File: src/rtl/neg_zero_sched.sv
// Round-robin scheduler that shares a negate / bit-flip / nonzero-test datapath
// between two requesters, with one operation in flight at a time.
//
// state | meaning
// IDLE  | waiting for a request; grant logic active
// NEG   | two's-complement negate of the operand
// FLIP  | invert operand bit FLIP_BIT
// RESP  | result presented until the consumer takes it
module neg_zero_sched #(
    parameter int               WIDTH           = 29,
    parameter logic [WIDTH-1:0] DEFAULT_OPERAND = 29'h00000F93,
    parameter int               FLIP_BIT        = 2
) (
    input  logic             clock_4,
    input  logic             reset_n,
    input  logic             req0_valid,
    output logic             req0_ready,
    input  logic [WIDTH-1:0] req0_data,
    input  logic [1:0]       req0_sel,
    input  logic             req1_valid,
    output logic             req1_ready,
    input  logic [WIDTH-1:0] req1_data,
    input  logic [1:0]       req1_sel,
    output logic             rsp_valid,
    input  logic             rsp_ready,
    output logic             rsp_id,
    output logic [WIDTH-1:0] rsp_value,
    output logic             rsp_flag,
    output logic             busy,
    output logic [7:0]       op_count
);

    typedef enum logic [1:0] {
        IDLE = 2'd0,
        NEG  = 2'd1,
        FLIP = 2'd2,
        RESP = 2'd3
    } state_t;

    state_t           state;
    state_t           state_nxt;
    logic [WIDTH-1:0] operand;
    logic             last_grant;
    logic             grant0;
    logic             grant1;

    // On contention the requester that was not served last wins.
    assign grant0 = req0_valid & (~req1_valid | last_grant);
    assign grant1 = req1_valid & (~req0_valid | ~last_grant);
    assign busy   = (state != IDLE);

    always_ff @(posedge clock_4 or negedge reset_n) begin
        if (!reset_n) begin
            state <= IDLE;
        end else begin
            state <= state_nxt;
        end
    end

    always_comb begin
        state_nxt  = state;
        req0_ready = 1'b0;
        req1_ready = 1'b0;
        rsp_valid  = 1'b0;
        rsp_value  = '0;
        rsp_flag   = 1'b0;
        case (state)
            IDLE: begin
                // Gated by reset_n so no handshake is advertised while reset is held.
                req0_ready = reset_n & grant0;
                req1_ready = reset_n & grant1;
                if (grant0 | grant1) begin
                    state_nxt = NEG;
                end
            end
            NEG:  state_nxt = FLIP;
            FLIP: state_nxt = RESP;
            RESP: begin
                rsp_valid = 1'b1;
                rsp_value = operand;
                rsp_flag  = |operand;
                if (rsp_ready) begin
                    state_nxt = IDLE;
                end
            end
            default: state_nxt = IDLE;
        endcase
    end

    always_ff @(posedge clock_4 or negedge reset_n) begin
        if (!reset_n) begin
            operand    <= '0;
            rsp_id     <= 1'b0;
            last_grant <= 1'b1;
            op_count   <= 8'd0;
        end else begin
            case (state)
                IDLE: begin
                    if (grant0) begin
                        operand    <= (|req0_sel) ? req0_data : DEFAULT_OPERAND;
                        rsp_id     <= 1'b0;
                        last_grant <= 1'b0;
                    end else if (grant1) begin
                        operand    <= (|req1_sel) ? req1_data : DEFAULT_OPERAND;
                        rsp_id     <= 1'b1;
                        last_grant <= 1'b1;
                    end
                end
                NEG:  operand <= ~operand + {{(WIDTH-1){1'b0}}, 1'b1};
                FLIP: operand[FLIP_BIT] <= ~operand[FLIP_BIT];
                RESP: begin
                    if (rsp_ready && (op_count != 8'hFF)) begin
                        op_count <= op_count + 8'd1;
                    end
                end
                default: ;
            endcase
        end
    end

endmodule

File: config.mk
export PLATFORM = sky130hd
export DESIGN_NAME = neg_zero_sched
export DESIGN_NICKNAME = d
export VERILOG_FILES = /design/src/rtl/neg_zero_sched.sv
export SDC_FILE = /design/constraint.sdc
export NUM_CORES = 1
export LEC_CHECK = 0
export ABC_AREA = 1
export BUFFER_PORTS_ARGS = -buffer_cell sky130_fd_sc_hd__buf_2
export CAP_MARGIN = 25
export CORE_ASPECT_RATIO = 1.1
export CORE_MARGIN = 1
export CORE_UTILIZATION = 50
export DETAILED_ROUTE_END_ITERATION = 16
export PLACE_DENSITY = 0.8
export SYNTH_ARGS = -nofsm -noshare
export SYNTH_HDL_FRONTEND = slang
export SYNTH_SLANG_ARGS = --single-unit
export TNS_END_PERCENT = 50
File: constraint.sdc
create_clock -name clock_4 -period 4 [get_ports clock_4]
set_clock_uncertainty 0.05 [all_clocks]
set_input_delay 0.8 -clock clock_4 [delete_from_list [all_inputs] [get_ports clock_4]]
set_output_delay 0.8 -clock clock_4 [all_outputs]
set_load 0.01 [all_outputs]
==> out/results.tsv, run 1 <==
stage	metric	value	unit
outcome	status	finished, final reports clean	
pwr	Max VDD drop	0.580	mV
synth	mapped cell area	3440	µm²
clocking	hold buffers post-CTS	0	
timing	RSZ-0062 raised after global routing	no	
pwr	Lkg Pwr	2.38	nW
clocking	Num CTS Buffers	5	
cells_and_area	Non-Filler Instances	734	
route	Avg WL per Cell	13.3	µm
timing	setup_tns	0	ns
timing	Slew HR	0.580	
route	vias	3832	
synth	syn nets	621	
floorplan	I/O pins	110	
route	drc violations	0	
placement	DP Cell Count	723	
worst_setup_path	crit path launch type	flop	
worst_setup_path	CP Capture Type	primary output	
route	Vias/cell	5.22	
worst_setup_path	CP Data Arrival Time	2.19	ns
timing	Final Hold Fails	0	
floorplan	die area	7220	µm²
timing	pin slew with the least headroom to its limit	0.627	ns
synth	Top FF cell, synth	dfrtp_1	
placement	Final HPWL DP	7250	µm
floorplan	Core ar.	6630	µm²
route	antenna viol nets, final	0	
synth	Netlist cell types	36	
clocking	clk buf depth	2	
cells_and_area	most common cell after layout, fill and taps aside	nand2_1	
job	Max-Cap Viols	0	
floorplan	initial core utilization	0.519	
worst_setup_path	worst setup path category	flop to primary output	
grt	initial antenna violation count	0	
worst_setup_path	cell family with most CP delay	simple AND/OR/NAND/NOR gates	
timing	final setup fails	0	
timing	FMAX	329	MHz
clocking	Clock Sinks	41	
clocking	clk slew on worst S/H paths	0.08	ns
cells_and_area	# nets final	724	
grt	largest net degree at the start of global routing	42	
cells_and_area	most frequent cells in the layout	156 x nand2_1, 109 x buf_2, 71 x nor2_1	
worst_setup_path	worst endpoint required time	3.15	ns
worst_setup_path	critical path's slowest cell	dfrtp_1	
synth	number of synthesized flops with an enable pin	0	
grt	first-pass GRT wire length	16400	µm
clocking	CTS tree	yes	
grt	total track usage	0.291	
timing	WHS	0.449	ns
synth	ys async rst share	1.00	
timing	fin crit period	3.04	ns
placement	routability cong.	0.898	
worst_setup_path	cell chain of the critical path	inv_1 -> ha_1 -> nand3_2 -> nor2_4 -> nand3_1 -> nor3_1 -> nor2_1 -> buf_2	
timing	setup ws final	0.956	ns
timing	fin. max-slew vios	0	
clocking	Worst-Skew Late Latency	0.30	ns
synth	Synth Area per Inst	6.28	µm²
hold_path	Hold WC Path Type	flop to flop	
route	Routed Wire Length	9780	µm
synth	register bit total from synthesis	41	
clocking	CTS root buffer	clkbuf_8	
synth	register area share after synthesis	0.298	
worst_setup_path	critical path's largest stage delay	0.41	ns
pwr	pwr dens	741	nW/µm²
placement	Place WS	0.909	ns
grt	GRT overflow	0	
clocking	Setup Fix Bufs, Post-CTS	0	
clocking	CTS-repair resized insts	0	
clocking	H-tree levels	2	
cells_and_area	antenna cells	0	
worst_setup_path	crit path max fanout	14	
floorplan	chip height	89.0	µm
route	Iteration-0 DRC Markers	306	
placement	IO buf count	109	
synth	Gate Count Post-Synth	548	
timing	ratio of final minimum period to clock period	0.761	
synth	Synth Warn #	0	
worst_setup_path	Buf/Inv on CP	2	
cells_and_area	layout cells sized above 1	0.244	
cells_and_area	area grow syn2layout	20.8	%
route	1st-pass router iterations	4	
grt	vias in the first global route	3751	
floorplan	Std-Cell Rows	31	
floorplan	die span in x	81.1	µm
[metal layers]
metal,vias to the layer above,GRT usage,wire (µm)
met5,-,0,0
met4,0,0.112,218
met3,23,0.0459,432
met2,111,0.516,4920
met1,1762,0.352,4210
li1,1936,-,-
[state kept, by name, indices dropped and copies added (netlist names)]
| signal | cells |
|---|---|
| last_grant | 1 |
| op_count | 8 |
| operand | 29 |
| rsp_id | 1 |
| state | 2 |
[synthesized netlist by cell type (5+ instances only)]
library cell / instances / area (µm²)
nand2_1: 156 / 586
nor2_1: 71 / 267
inv_1: 69 / 259
nand3_1: 50 / 250
a21oi_1: 42 / 210
dfrtp_1: 40 / 1000
o21ai_0: 18 / 90.1
o21ai_1: 10 / 50.1
buf_2: 9 / 45.0
nand4_1: 9 / 56.3
nor2_4: 7 / 78.8
ha_1: 6 / 75.1
inv_2: 6 / 22.5
nor2_2: 6 / 37.5
nand2_2: 5 / 31.3
xor2_1: 5 / 43.8
[final timing paths]
path                              from           to  slack, ns  cells past startpoint
max                         operand[0]     rsp_flag       0.96                      8
min                        op_count[3]  op_count[3]       0.45                      1
max reg2reg                   state[1]  operand[22]       1.49                      9
min reg2reg                op_count[3]  op_count[3]       0.45                      1
max in group asynchronous      reset_n  op_count[2]       2.95                      2
min in group asynchronous      reset_n  operand[19]       0.57                      2
[power breakdown]
part,internal [mW],leakage [nW],switching [mW]
clock,0.204,0.0585,0.149
sequential,0.623,0.488,0.301
combinational,0.660,1.83,1.14
total,1.49,2.38,1.59
[worst reg2reg max path, cell delays in order, from the launching register on]
cell	delay, ns
dfrtp_1	0.42
inv_1	0.09
ha_1	0.41
buf_8	0.26
o21ai_2	0.47
inv_2	0.37
nand2_1	0.15
inv_1	0.05
nand2_1	0.05
o21ai_1	0.05
[kinds of logic (layout without fill, tap and decap cells)]
group / count (synthesis) / in the layout / share of synthesized area
fa+ha+maj: 6 / 6 / 0.0218
flops: 41 / 41 / 0.298
buf+inv: 95 / 199 / 0.118
xor+xnor: 9 / 9 / 0.0229
compound gates: 81 / 81 / 0.127
simple gates: 316 / 316 / 0.412
[cell type report]
class / instances / area, µm²
timing repair buffer: 116 / 621
clock inverter: 1 / 30.0
multi-input combinational: 412 / 2010
clock buffer: 7 / 86.3
sequential: 41 / 1030
fill: 636 / 2470
inverter: 75 / 282
tap: 82 / 103
[stage by stage]
| stage | utilization | power [mW] | cell area [µm²] |
|---|---|---|---|
| after floorplan | - | 2.18 | 3440 |
| final | 0.627 | 3.08 | 4160 |
| after detailed placement | 0.603 | 2.65 | 4000 |
| after CTS | 0.620 | 3.02 | 4110 |
| after global routing | 0.627 | 3.39 | 4160 |
| after global placement | 0.603 | 2.59 | 4000 |
Power figures use the tool's default switching activity.
==> run 2, diff against run 1 <==
--- a/config.mk
+++ b/config.mk
@@ -5,14 +5,14 @@
 export SDC_FILE = /design/constraint.sdc
 export NUM_CORES = 1
 export LEC_CHECK = 0
-export ABC_AREA = 1
+export ABC_AREA = 0
 export BUFFER_PORTS_ARGS = -buffer_cell sky130_fd_sc_hd__buf_2
 export CAP_MARGIN = 25
 export CORE_ASPECT_RATIO = 1.1
 export CORE_MARGIN = 1
 export CORE_UTILIZATION = 50
 export DETAILED_ROUTE_END_ITERATION = 16
-export PLACE_DENSITY = 0.8
+export PLACE_DENSITY = 0.82
 export SYNTH_ARGS = -nofsm -noshare
 export SYNTH_HDL_FRONTEND = slang
 export SYNTH_SLANG_ARGS = --single-unit
==> constraint.sdc (replaced) <==
create_clock -name clock_4 -period 2.9 [get_ports clock_4]
set_clock_uncertainty 0.05 [all_clocks]
set_input_delay 0.58 -clock clock_4 [delete_from_list [all_inputs] [get_ports clock_4]]
set_output_delay 0.58 -clock clock_4 [all_outputs]
set_load 0.01 [all_outputs]
==> run 2 against run 1 <==
  * Worst hold slack worse by 0.12 ns
  * Largest cell class unchanged
  * Flip-flop and latch count unchanged
  * Via count shrank 17%
  * Largest power group unchanged
  * Setup slack lost 0.89 ns
  * Critical path depth fell by 3
  * Sequential power rose by 24%
  * Design area decreased by 11%
==> out/results.tsv, run 2 <==
stage	metric	value	unit	change
grt	initial antenna violation count	0		unchanged
synth	Netlist cell types	48		+33%
cells_and_area	Top reg by flops	operand		
synth	cell with the most instances after synthesis	dfrtp_1		
placement	routability cong.	0.861		-4.1%
floorplan	initial core utilization	0.530		+0.0106
hold_path	Hold WC Path Type	input port to async pin		
pwr	pwr dens	999	nW/µm²	+35%
floorplan	die area	6100	µm²	-16%
route	vias	3180		-17%
placement	IO buf count	109		unchanged
clocking	hold buffers post-CTS	0		unchanged
synth	mapped cell area	2890	µm²	-16%
grt	GRT overflow	0		unchanged
cells_and_area	Multi-input gate area	1790	µm²	-11%
cells_and_area	Fillers	467		-27%
pwr	Sw Share	0.465		-0.0520
floorplan	Core ar.	5470	µm²	-18%
route	Iteration-0 DRC Markers	283		-7.5%
pwr	total power	3.71	mW	+20%
clocking	Num CTS Buffers	5		unchanged
cells_and_area	FF+latch area	1030	µm²	+0.24%
worst_setup_path	cell family with most CP delay	simple AND/OR/NAND/NOR gates		
route	Vias/cell	6.12		+17%
worst_setup_path	most frequent cell on the critical path	or4_4		
clocking	clk slew on worst S/H paths	0.08	ns	about the same
synth	main combinational cell family by area after synthesis	compound AO/OA/AOI/OAI gates		
worst_setup_path	cell chain of the critical path	or4_4 -> or4_4 -> nor4_4 -> nor2b_1 -> buf_2		
cells_and_area	area grow syn2layout	28.3	%	
placement	DP Cell Count	507		-30%
clocking	Worst-Skew Late Latency	0.30	ns	about the same
floorplan	chip height	81.8	µm	-8.1%
placement	Place WS	0.201	ns	-0.708 ns
floorplan	Std-Cell Rows	28		-9.7%
cells_and_area	most frequent cells in the layout	109 x buf_2, 38 x dfrtp_1, 30 x and2_1		
synth	mux share of post-synthesis cell area	0.0458		+0.0458
worst_setup_path	crit path launch type	flop		
timing	final setup fails	0		unchanged
floorplan	die span in x	74.5	µm	-8.1%
pwr	Comb pwr share	0.577		-0.009
timing	setup ws final	0.0650	ns	-0.891 ns
clocking	H-tree levels	2		unchanged
timing	fin crit period	2.83	ns	
timing	setup_tns	0	ns	unchanged
grt	largest net degree at the start of global routing	42		unchanged
worst_setup_path	critical path's largest stage delay	0.56	ns	+0.15 ns
worst_setup_path	critical path's slowest cell	or4_4		
cells_and_area	antenna cells	0		unchanged
synth	XOR/XNOR share of the synthesized area	0.0242		+0.00131
clocking	Clock Sinks	41		unchanged
synth	Synth Warn #	0		unchanged
synth	Synth top cells by count	40 x dfrtp_1, 30 x and2_1, 25 x a21oi_1, 25 x o21ai_0, 24 x clkbuf_1		
cells_and_area	layout cells sized above 1	0.346		+0.102
cells_and_area	max FFs per register	29		unchanged
route	1st-pass router iterations	5		+1
timing	Final Hold Fails	0		unchanged
worst_setup_path	CP Capture Type	primary output		
synth	ys async rst share	1.00		unchanged
worst_setup_path	CP Data Arrival Time	2.20	ns	about the same
worst_setup_path	crit path max fanout	5		-9
synth	post-synthesis adder-cell area fraction	0.0259		+0.00413
synth	Synth Area per Inst	8.64	µm²	+38%
worst_setup_path	worst setup path category	flop to primary output		
route	Routed Wire Length	8280	µm	-15%
synth	Top FF cell, synth	dfrtp_1		
timing	RSZ-0062 raised after global routing	no		
timing	ratio of final minimum period to clock period	0.978		
cells_and_area	Largest regs	operand (29), op_count (8), state (2)		
worst_setup_path	worst endpoint required time	2.27	ns	-0.88 ns
timing	FMAX	353	MHz	
timing	fin. max-slew vios	0		unchanged
worst_setup_path	Buf/Inv on CP	1		-1
route	antenna viol nets, final	0		unchanged
grt	first-pass GRT wire length	12900	µm	-21%
cells_and_area	Non-Filler Instances	520		-29%
pwr	Max VDD drop	0.680	mV	+17%
pwr	sequential fraction of design power	0.311		+0.011
clocking	CTS tree	yes		
synth	Synth Area in Simple Gates	0.238		-0.174
job	Max-Cap Viols	0		unchanged
grt	total track usage	0.277		-0.0138
timing	pin slew with the least headroom to its limit	0.816	ns	+0.188 ns
synth	Yosys top cell area share	0.346		+0.0551
synth	compound-gate portion of the synthesized area	0.270		+0.143
synth	number of synthesized flops with an enable pin	0		unchanged
synth	register area share after synthesis	0.355		+0.0565
clocking	clk buf depth	2		unchanged
pwr	internal power	1.98	mW	+33%
cells_and_area	most common cell after layout, fill and taps aside	buf_2		
outcome	status	finished, final reports clean		
route	drc violations	0		unchanged
synth	register bit total from synthesis	41		unchanged
cells_and_area	# nets final	517		-29%
pwr	Switch Pwr	1.73	mW	+8.3%
grt	vias in the first global route	2806		-25%
clocking	CTS root buffer	clkbuf_8		
placement	Final HPWL DP	5810	µm	-20%
synth	syn nets	408		-34%
floorplan	I/O pins	110		unchanged
synth	Gate Count Post-Synth	335		-39%
pwr	Lkg Pwr	1.71	nW	-28%
pwr	Clk pwr share	0.113		-0.002
synth	Synth area leaders	dfrtp_1 35%, and2_1 6.5%, a221o_1 5.5%, a21oi_1 4.3%, o21ai_0 4.3%		
cells_and_area	Post-Route Utilization	0.679		+0.0526
route	Avg WL per Cell	15.9	µm	+19%
synth	largest area contributor in the netlist	dfrtp_1		
timing	Slew HR	0.450		-0.130
==> run 2: cell count changes in the layout (fill, tap and decap cells not counted), sizes merged, moves of 10 or more <==
cell and change:
nand3 -46, inv -67, nor2 -70, a221o +16
a21oi -18, mux2i +11, buf +10, nand2 -142
and2 +30
==> run 2: cells by family (layout without fill, tap and decap cells) <==
logic type,count (synthesis),in the layout
and+or+nand+nor,123,123
DFF,41,41
xor gates and xnor gates,8,8
muxes,13,13
AOI/OAI and AO/OA,112,112
adders and majority gates,6,6
buffers and inverters,32,142
==> run 2: area by class of cell <==
class                           count  share of cell area
Clock inverter                      1             0.00135
Multi-Input combinational cell    262               0.481
Inverter                            8             0.00809
Sequential cell                    41               0.277
Timing Repair Buffer              126               0.181
Clock buffer                        7              0.0259
Tap cell                           75              0.0253
==> run 2: through the flow <==
| step | area, µm² | hold slack [ns] |
|---|---|---|
| after global placement | 3540 | 0.424 |
| after global routing | 3710 | 0.379 |
| after floorplan | 2890 | 0.234 |
| after CTS | 3670 | 0.345 |
| final | 3710 | 0.330 |
| after detailed placement | 3540 | 0.434 |
==> run 2: metal layers <==
metal / GRT usage / part of all wire / vias to the layer above
li1: - / - / 1498
met1: 0.353 / 0.42 / 1505
met2: 0.474 / 0.49 / 158
met3: 0.0356 / 0.071 / 19
met4: 0.108 / 0.015 / 0
met5: 0 / 0 / -
==> run 2: what timing repair did <==
action	4_1_cts	5_1_grt
endpoints found under the setup margin	1	1
hold endpoints to repair	0	0
pin swaps	1	3
gates resized for setup	3	5
buffers inserted	1	4
==> run 2: worst paths after layout <==
kind	slack, ns	depth (start not counted)	endpoint	from
setup / recovery	0.07	5	rsp_flag	operand[16]
hold / removal	0.33	2	rsp_id	reset_n
setup reg to reg	0.15	6	operand[23]	operand[16]
hold reg to reg	0.44	1	op_count[5]	op_count[5]
max in group asynchronous	2.06	2	operand[23]	reset_n
min in group clock_4	0.44	1	op_count[5]	op_count[5]
==> run 2: power by group through the flow <==
stage / Combinational, mW / Clock [mW] / Sequential (mW)
after floorplan: 1.47 / 0 / 1.09
after global placement: 2.03 / 0 / 1.13
after detailed placement: 2.09 / 0 / 1.15
after CTS: 2.12 / 0.420 / 1.14
after global routing: 2.38 / 0.441 / 1.20
final: 2.14 / 0.417 / 1.15
